<file path="config.mk">
export PLATFORM = sky130hd
export DESIGN_NAME = motion_search_flat
export DESIGN_NICKNAME = d
export VERILOG_FILES = /design/src/rtl/motion_pkg.sv /design/src/rtl/motion_search_if.sv /design/src/rtl/mv_window_iter.sv /design/src/rtl/motion_search.sv /design/src/flat_wrapper.sv
export SDC_FILE = /design/constraint.sdc
export NUM_CORES = 1
export LEC_CHECK = 0
export CORE_ASPECT_RATIO = 0.7
export CORE_UTILIZATION = 50
export DETAILED_ROUTE_END_ITERATION = 10
export PLACE_DENSITY = 0.81
export SLEW_MARGIN = 20
export SYNTH_ARGS = -nofsm -noshare
export SYNTH_HDL_FRONTEND = slang
export SYNTH_HIERARCHICAL = 1
export SYNTH_SLANG_ARGS = --single-unit
</file>
<file path="constraint.sdc">
create_clock -name clk -period 3.7 [get_ports clk]
set_clock_uncertainty 0.1 [all_clocks]
set_input_delay 0.37 -clock clk [delete_from_list [all_inputs] [get_ports clk]]
set_output_delay 0.37 -clock clk [all_outputs]
set_load 0.005 [all_outputs]
</file>
<file path="src/rtl/motion_pkg.sv">
// Shared types and constants for the motion search controller.
//   - ACCW_DEF / RANGE_DEF / EXIT_THRESH_DEF : default parameter values
//   - VW      : width of a signed motion-vector component
//   - mv_t    : signed motion-vector component
//   - ms_state_e : search controller state encoding
//   - SAD_MAX : all-ones SAD at the default accumulator width
package motion_pkg;

  localparam int unsigned ACCW_DEF        = 18;
  localparam int unsigned RANGE_DEF       = 7;
  localparam int unsigned EXIT_THRESH_DEF = 512;
  localparam int unsigned VW              = 5;

  typedef logic signed [VW-1:0] mv_t;

  typedef enum logic [2:0] {
    ST_IDLE,
    ST_ISSUE,
    ST_WAIT,
    ST_NEXT,
    ST_FINISH
  } ms_state_e;

  localparam logic [ACCW_DEF-1:0] SAD_MAX = '1;

endpackage

</file>
<file path="src/rtl/motion_search_if.sv">
// Bus bundle between the motion search controller, its requester, the
// previous-frame fetcher and the macroblock comparator.
//   slave  : the controller's view (motion_search)
//   master : the environment's view (requester + comparator)
interface motion_search_if
  import motion_pkg::*;
#(
  parameter int unsigned ACCW = ACCW_DEF
);

  logic            start;
  logic            busy;
  logic            done;
  mv_t             win_min_dx;
  mv_t             win_max_dx;
  mv_t             win_min_dy;
  mv_t             win_max_dy;
  mv_t             cand_dx;
  mv_t             cand_dy;
  logic            cmp_en;
  logic            cmp_rdy;
  logic            cmp_valid;
  logic [ACCW-1:0] cmp_accum;
  logic [ACCW-1:0] cmp_oldaccum;
  mv_t             best_dx;
  mv_t             best_dy;
  logic [ACCW-1:0] best_sad;
  logic            found;

  modport slave (
    input  start, win_min_dx, win_max_dx, win_min_dy, win_max_dy,
           cmp_rdy, cmp_valid, cmp_accum,
    output busy, done, cand_dx, cand_dy, cmp_en, cmp_oldaccum,
           best_dx, best_dy, best_sad, found
  );

  modport master (
    output start, win_min_dx, win_max_dx, win_min_dy, win_max_dy,
           cmp_rdy, cmp_valid, cmp_accum,
    input  busy, done, cand_dx, cand_dy, cmp_en, cmp_oldaccum,
           best_dx, best_dy, best_sad, found
  );

endinterface

</file>
<file path="src/rtl/mv_window_iter.sv">
// Search-window clipper and raster candidate counter (dx fastest).
//   clk, reset      : clock, async active-high reset
//   load_i          : latch clipped window, set candidate to (lo_dx, lo_dy)
//   adv_i           : step to the next raster candidate
//   win_*_i         : requested signed window limits
//   cand_dx_o/dy_o  : current candidate (registered)
//   empty_c         : clipped request window is empty (from live inputs)
//   last_c          : current candidate is the last one of the latched window
module mv_window_iter
  import motion_pkg::*;
#(
  parameter int unsigned RANGE = RANGE_DEF
) (
  input  logic clk,
  input  logic reset,
  input  logic load_i,
  input  logic adv_i,
  input  mv_t  win_min_dx_i,
  input  mv_t  win_max_dx_i,
  input  mv_t  win_min_dy_i,
  input  mv_t  win_max_dy_i,
  output mv_t  cand_dx_o,
  output mv_t  cand_dy_o,
  output logic empty_c,
  output logic last_c
);

  localparam mv_t NEG_R = VW'(-int'(RANGE));
  localparam mv_t POS_R = VW'(RANGE);

  mv_t lo_dx_c, hi_dx_c, lo_dy_c, hi_dy_c;
  mv_t lo_dx_q, hi_dx_q, lo_dy_q, hi_dy_q;
  mv_t lo_dx_d, hi_dx_d, lo_dy_d, hi_dy_d;
  mv_t dx_q, dy_q, dx_d, dy_d;

  // Clip the request against +/-RANGE (signed compares)
  always_comb begin
    lo_dx_c = (win_min_dx_i > NEG_R) ? win_min_dx_i : NEG_R;
    hi_dx_c = (win_max_dx_i < POS_R) ? win_max_dx_i : POS_R;
    lo_dy_c = (win_min_dy_i > NEG_R) ? win_min_dy_i : NEG_R;
    hi_dy_c = (win_max_dy_i < POS_R) ? win_max_dy_i : POS_R;
  end

  assign empty_c = (lo_dx_c > hi_dx_c) || (lo_dy_c > hi_dy_c);
  assign last_c  = (dx_q == hi_dx_q) && (dy_q == hi_dy_q);

  // Window latch and raster advance
  always_comb begin
    lo_dx_d = lo_dx_q;
    hi_dx_d = hi_dx_q;
    lo_dy_d = lo_dy_q;
    hi_dy_d = hi_dy_q;
    dx_d    = dx_q;
    dy_d    = dy_q;
    if (load_i) begin
      lo_dx_d = lo_dx_c;
      hi_dx_d = hi_dx_c;
      lo_dy_d = lo_dy_c;
      hi_dy_d = hi_dy_c;
      dx_d    = lo_dx_c;
      dy_d    = lo_dy_c;
    end else if (adv_i) begin
      if (dx_q == hi_dx_q) begin
        dx_d = lo_dx_q;
        dy_d = dy_q + VW'(1);
      end else begin
        dx_d = dx_q + VW'(1);
      end
    end
  end

  always_ff @(posedge clk or posedge reset) begin
    if (reset) begin
      lo_dx_q <= '0;
      hi_dx_q <= '0;
      lo_dy_q <= '0;
      hi_dy_q <= '0;
      dx_q    <= '0;
      dy_q    <= '0;
    end else begin
      lo_dx_q <= lo_dx_d;
      hi_dx_q <= hi_dx_d;
      lo_dy_q <= lo_dy_d;
      hi_dy_q <= hi_dy_d;
      dx_q    <= dx_d;
      dy_q    <= dy_d;
    end
  end

  assign cand_dx_o = dx_q;
  assign cand_dy_o = dy_q;

endmodule

</file>
<file path="src/rtl/motion_search.sv">
// Motion search controller: sweeps candidate vectors over a clipped window,
// launches one comparator run per candidate with the best SAD so far as the
// early-termination bound, and records the winning vector and SAD.
//   clk, reset : clock, async active-high reset
//   bus        : motion_search_if.slave (start/busy/done, window limits,
//                candidate vector, comparator handshake, best result)
// Optional feature: define MS_EARLY_EXIT_EN to stop the sweep as soon as a
// new best SAD is <= EXIT_THRESH.
module motion_search
  import motion_pkg::*;
#(
  parameter int unsigned RANGE       = RANGE_DEF,
  parameter int unsigned ACCW        = ACCW_DEF,
  parameter int unsigned EXIT_THRESH = EXIT_THRESH_DEF
) (
  input logic             clk,
  input logic             reset,
  motion_search_if.slave  bus
);

`ifdef MS_EARLY_EXIT_EN
  localparam bit EARLY_EXIT = 1'b1;
`else
  localparam bit EARLY_EXIT = 1'b0;
`endif

  ms_state_e       state_q, state_d;
  logic            busy_q, busy_d;
  logic            done_q, done_d;
  logic            cmp_en_q, cmp_en_d;
  mv_t             best_dx_q, best_dx_d;
  mv_t             best_dy_q, best_dy_d;
  logic [ACCW-1:0] best_sad_q, best_sad_d;
  logic            found_q, found_d;
  logic            hit_q, hit_d;

  logic load_c, adv_c, empty_c, last_c, update_c;
  mv_t  cand_dx, cand_dy;

  mv_window_iter #(.RANGE(RANGE)) u_iter (
    .clk          (clk),
    .reset        (reset),
    .load_i       (load_c),
    .adv_i        (adv_c),
    .win_min_dx_i (bus.win_min_dx),
    .win_max_dx_i (bus.win_max_dx),
    .win_min_dy_i (bus.win_min_dy),
    .win_max_dy_i (bus.win_max_dy),
    .cand_dx_o    (cand_dx),
    .cand_dy_o    (cand_dy),
    .empty_c      (empty_c),
    .last_c       (last_c)
  );

  // Strict less-than keeps the earlier candidate on ties
  assign update_c = bus.cmp_valid && (!found_q || (bus.cmp_accum < best_sad_q));

  // Next-state, best tracking and registered-output precompute
  always_comb begin
    state_d    = state_q;
    busy_d     = 1'b0;
    done_d     = 1'b0;
    cmp_en_d   = 1'b0;
    load_c     = 1'b0;
    adv_c      = 1'b0;
    best_dx_d  = best_dx_q;
    best_dy_d  = best_dy_q;
    best_sad_d = best_sad_q;
    found_d    = found_q;
    hit_d      = hit_q;

    unique case (state_q)
      ST_IDLE: begin
        if (bus.start) begin
          load_c     = 1'b1;
          best_sad_d = '1;
          found_d    = 1'b0;
          hit_d      = 1'b0;
          state_d    = empty_c ? ST_FINISH : ST_ISSUE;
        end
      end
      ST_ISSUE: begin
        if (bus.cmp_rdy) begin
          cmp_en_d = 1'b1;
          state_d  = ST_WAIT;
        end
      end
      ST_WAIT: begin
        // rdy is still high during the launch cycle itself; ignore it then
        if (bus.cmp_rdy && !cmp_en_q) begin
          hit_d = update_c && EARLY_EXIT && (bus.cmp_accum <= ACCW'(EXIT_THRESH));
          if (update_c) begin
            best_dx_d  = cand_dx;
            best_dy_d  = cand_dy;
            best_sad_d = bus.cmp_accum;
            found_d    = 1'b1;
          end
          state_d = ST_NEXT;
        end
      end
      ST_NEXT: begin
        if (last_c || hit_q) begin
          state_d = ST_FINISH;
        end else begin
          adv_c   = 1'b1;
          state_d = ST_ISSUE;
        end
      end
      ST_FINISH: begin
        state_d = ST_IDLE;
      end
      default: begin
        state_d = ST_IDLE;
      end
    endcase

    busy_d = (state_d == ST_ISSUE) || (state_d == ST_WAIT) || (state_d == ST_NEXT);
    done_d = (state_d == ST_FINISH);
  end

  always_ff @(posedge clk or posedge reset) begin
    if (reset) begin
      state_q    <= ST_IDLE;
      busy_q     <= 1'b0;
      done_q     <= 1'b0;
      cmp_en_q   <= 1'b0;
      best_dx_q  <= '0;
      best_dy_q  <= '0;
      best_sad_q <= '1;
      found_q    <= 1'b0;
      hit_q      <= 1'b0;
    end else begin
      state_q    <= state_d;
      busy_q     <= busy_d;
      done_q     <= done_d;
      cmp_en_q   <= cmp_en_d;
      best_dx_q  <= best_dx_d;
      best_dy_q  <= best_dy_d;
      best_sad_q <= best_sad_d;
      found_q    <= found_d;
      hit_q      <= hit_d;
    end
  end

  assign bus.busy         = busy_q;
  assign bus.done         = done_q;
  assign bus.cmp_en       = cmp_en_q;
  assign bus.cand_dx      = cand_dx;
  assign bus.cand_dy      = cand_dy;
  assign bus.cmp_oldaccum = best_sad_q;
  assign bus.best_dx      = best_dx_q;
  assign bus.best_dy      = best_dy_q;
  assign bus.best_sad     = best_sad_q;
  assign bus.found        = found_q;

endmodule

</file>
<file path="src/flat_wrapper.sv">
// flat-port wrapper written by rule: the top's interface ports become plain ports
module motion_search_flat import motion_pkg::*;
#(
  parameter int unsigned RANGE       = RANGE_DEF,
  parameter int unsigned ACCW        = ACCW_DEF,
  parameter int unsigned EXIT_THRESH = EXIT_THRESH_DEF
)
  (clk, reset, bus_start, bus_win_min_dx, bus_win_max_dx, bus_win_min_dy, bus_win_max_dy, bus_cmp_rdy, bus_cmp_valid, bus_cmp_accum, bus_busy, bus_done, bus_cand_dx, bus_cand_dy, bus_cmp_en, bus_cmp_oldaccum, bus_best_dx, bus_best_dy, bus_best_sad, bus_found);
  motion_search_if #(.ACCW(ACCW)) bus_i ();
  input logic clk;
  input logic reset;
  input wire logic [$bits(bus_i.start)-1:0] bus_start;
  input wire logic [$bits(bus_i.win_min_dx)-1:0] bus_win_min_dx;
  input wire logic [$bits(bus_i.win_max_dx)-1:0] bus_win_max_dx;
  input wire logic [$bits(bus_i.win_min_dy)-1:0] bus_win_min_dy;
  input wire logic [$bits(bus_i.win_max_dy)-1:0] bus_win_max_dy;
  input wire logic [$bits(bus_i.cmp_rdy)-1:0] bus_cmp_rdy;
  input wire logic [$bits(bus_i.cmp_valid)-1:0] bus_cmp_valid;
  input wire logic [$bits(bus_i.cmp_accum)-1:0] bus_cmp_accum;
  output wire logic [$bits(bus_i.busy)-1:0] bus_busy;
  output wire logic [$bits(bus_i.done)-1:0] bus_done;
  output wire logic [$bits(bus_i.cand_dx)-1:0] bus_cand_dx;
  output wire logic [$bits(bus_i.cand_dy)-1:0] bus_cand_dy;
  output wire logic [$bits(bus_i.cmp_en)-1:0] bus_cmp_en;
  output wire logic [$bits(bus_i.cmp_oldaccum)-1:0] bus_cmp_oldaccum;
  output wire logic [$bits(bus_i.best_dx)-1:0] bus_best_dx;
  output wire logic [$bits(bus_i.best_dy)-1:0] bus_best_dy;
  output wire logic [$bits(bus_i.best_sad)-1:0] bus_best_sad;
  output wire logic [$bits(bus_i.found)-1:0] bus_found;
  assign bus_i.start = bus_start;
  assign bus_i.win_min_dx = bus_win_min_dx;
  assign bus_i.win_max_dx = bus_win_max_dx;
  assign bus_i.win_min_dy = bus_win_min_dy;
  assign bus_i.win_max_dy = bus_win_max_dy;
  assign bus_i.cmp_rdy = bus_cmp_rdy;
  assign bus_i.cmp_valid = bus_cmp_valid;
  assign bus_i.cmp_accum = bus_cmp_accum;
  assign bus_busy = bus_i.busy;
  assign bus_done = bus_i.done;
  assign bus_cand_dx = bus_i.cand_dx;
  assign bus_cand_dy = bus_i.cand_dy;
  assign bus_cmp_en = bus_i.cmp_en;
  assign bus_cmp_oldaccum = bus_i.cmp_oldaccum;
  assign bus_best_dx = bus_i.best_dx;
  assign bus_best_dy = bus_i.best_dy;
  assign bus_best_sad = bus_i.best_sad;
  assign bus_found = bus_i.found;
  motion_search #(.RANGE(RANGE), .ACCW(ACCW), .EXIT_THRESH(EXIT_THRESH)) u_core (.clk(clk), .reset(reset), .bus(bus_i));
endmodule
</file>
==> summary.txt <==
outcome - finished, final reports clean
Seq/Total Area, Yosys - 0.369
first-pass GRT wire length - 17500 um
Distinct cells, synth - 66
clk buf depth - 2
reg2reg setup slack - 0.92 ns
final wirelength - 10500 um
initial core utilization - 0.520
fmax - 317 MHz
worst vdd ir - 0.000377 V
worst-path fanout max - 3
final net count - 564
core area - 7940 um2
Core Util, Final - 0.680
routability cong. - 0.860
DR WL/cell - 17.6 um
EDFF count, synth - 0
Synth area leader - dfrtp_1
# Post-CTS Setup Buffers - 0
Root Driver - clkbuf_16
sequential share of power - 0.325
P_int - 0.00276 W
Max-slew headroom - 0.241
max-slew violation count - 0
Die Ht - 78.0 um
Syn Area/Cell - 10.2 um2
WHS - 0.390 ns
GRT overflow - 0
CTS Buf Count - 9
clock slew seen by the registers of the worst setup and hold paths - 0.05 ns
CTS tree - built
vias in the first global route - 3533
synthesis-to-finish area growth - 30.8%
Die Area - 8630 um2
setup TNS - 0 ns
ranking of synthesized cells by area - dfrtp_1 (25%), dfstp_2 (11%), ha_1 (9.4%)
Post-CTS Hold Buffers - 0
Clock Latency Late Sink - 0.32 ns
Setup crit start kind - input pin
GRT Resource Usage Total - 0.256
via density per instance - 5.83
Post-Synthesis Cells - 406
antenna violations before repair - 0
CP arrival - 3.26 ns
mapped cell area - 4130 um2
# setup viols final - 0
Setup CP Type - input pin to register
Post-DP Area - 5070 um2
final hold vios - 0
Ports - 103
layout cells sized above 1 - 0.198
# H-tree levels - 3
Yosys reg bits - 60
Synth async-reset ratio - 1.00
crit end category - register
fill count - 588
Comb pwr share - 0.453
DR vias - 3475
DP HPWL - 7530 um
initial DRC count - 223
worst reg2reg path startpoint - u_core/u_iter/cand_dx_o[2]
DR pass1 iterations - 4
RSZ-0062 raised after global routing - no
most numerous cell in the Yosys netlist - dfrtp_1
top post-synthesis cells by count - dfrtp_1 (42), nand2_1 (35), ha_1 (31)
post-synth top area share - 0.255
Clock Sink Count - 60
period utilization - 0.853
# rows - 27
Clock Power Share - 0.223
switching part of the total - 0.349
Post-Layout Inst Area - 5400 um2
R2R cell count - 10
Min-Delay Path Class - input pin to asynchronous set/reset pin
Max Cap Viol - 0
n_diodes - 0
DRC - 0
Routed Antenna Nets - 0
syn_nets - 480
synthesis warning total - 6
Worst Tran Pin Value - 1.14 ns
Primary FF master, synth - dfrtp_1
Leak - 2.29 nW
Chip Width - 111 um
switching power - 0.00148 W
Port Buffers - 102
RR Endpoint - u_core/u_iter/cand_dy_o[3]
P per Cell Area - 786 nW/um2
largest net degree at the start of global routing - 40
Worst Path Required - 3.80 ns
post-CTS sizing - 0
min Tclk post-route - 3.16 ns
state kept, by name (all words and copies together), names as in the netlist:
signal                   flops
u_core/u_iter/hi_dx_q        5
u_core/bus.busy              1
u_core/u_iter/cand_dx_o      5
u_core/u_iter/lo_dx_q        5
u_core/bus.done              1
u_core/bus.best_dy           5
u_core/u_iter/hi_dy_q        5
u_core/u_iter/cand_dy_o      5
u_core/bus.found             1
u_core/bus.cmp_en            1
u_core/bus.best_dx           5
u_core/state_q               3
u_core/bus.best_sad         18
stage by stage:
stage / cells / total power [W] / setup slack [ns]
2_1_floorplan: 406 / 0.00251 / 0.773
3_3_place_gp: 580 / 0.00319 / 0.422
3_5_place_dp: 580 / 0.00327 / 0.219
4_1_cts: 596 / 0.00427 / 0.549
5_1_grt: 596 / 0.00452 / 0.293
6_report: 596 / 0.00425 / 0.543
power groups by stage:
| stage | Combinational (W) | Sequential (W) | Clock [W] |
|---|---|---|---|
| final | 0.00192 | 0.00138 | 0.000946 |
| after global routing | 0.00208 | 0.00144 | 0.000997 |
| after CTS | 0.00193 | 0.00138 | 0.000962 |
| after detailed placement | 0.00190 | 0.00138 | 0 |
| after global placement | 0.00183 | 0.00136 | 0 |
| after floorplan | 0.00122 | 0.00129 | 0 |
logic make-up (layout without fill, tap and decap cells):
group	Yosys count	after routing	synth area share
fa+ha+maj	31	31	0.0940
simple gates	110	110	0.160
mux	13	13	0.0340
xor+xnor	16	16	0.0394
buf+inv	65	154	0.0888
compound gates	111	111	0.214
flops	60	60	0.369
metal layers:
metal,track usage,routed length [um],share of wire,vias up
met5,0,0,0,-
met4,0.0587,34,0.0032,0
met3,0.0641,625,0.059,2
met2,0.411,4980,0.47,106
met1,0.349,4880,0.46,1715
li1,-,-,-,1652
critical path, cell delays in order:
cell and delay, ns:
clkdlybuf4s50_1 0.43, a311o_1 0.36, ha_1 0.31, or2_2 0.30, ha_1 0.20, nor2b_1 0.10, o21ai_0 0.08, nand2b_1 0.08
a211oi_1 0.07, o21ai_1 0.24, o22ai_1 0.12, o21ai_0 0.20, nor2_1 0.08, or2_2 0.30
layout by cell type, fill, tap and decap left out, drive strengths merged, types with 2 or more instances in the layout:
cell type,instances
xnor2,11
nand2,36
buf,5
dfstp,18
a21o,2
ha,31
clkbuf,11
clkinv,4
nand3,11
nand4,6
o22a,18
a211oi,4
inv,29
mux2,8
nor3,9
nor4b,2
and2,4
bufinv,3
or2,7
nor4,2
a311o,2
a21oi,15
clkdlybuf4s50,102
xor2,5
dfrtp,42
mux2i,5
or3,3
nand2b,7
nor2,17
o22ai,2
o221a,18
a221o,10
o21ai,30
o211ai,2
area by class of cell:
type / count / area (um2) / area share
inverters: 31 / 116 / 0.0216
well taps: 101 / 126 / 0.0234
multi-input cells: 281 / 2240 / 0.415
repair buffers: 107 / 1060 / 0.196
flip-flops and latches: 60 / 1520 / 0.282
clock inverters: 5 / 100 / 0.0185
clock buffers: 11 / 233 / 0.0431
how the worst max path moves through the flow:
| stage | from | to | slack, ns | depth (start not counted) |
|---|---|---|---|---|
| after floorplan | u_core/u_iter/cand_dx_o[2] | u_core/u_iter/cand_dy_o[3] | 0.77 | 9 |
| after global routing | bus_win_max_dx[0] | u_core/bus.busy | 0.29 | 14 |
| final | bus_win_max_dx[0] | u_core/bus.busy | 0.54 | 14 |
| after detailed placement | bus_win_max_dx[0] | u_core/bus.busy | 0.22 | 14 |
| after CTS | bus_win_max_dx[0] | u_core/bus.busy | 0.55 | 14 |
| after global placement | bus_win_max_dx[0] | u_core/bus.busy | 0.42 | 14 |
(Power assumes the default switching activity.)
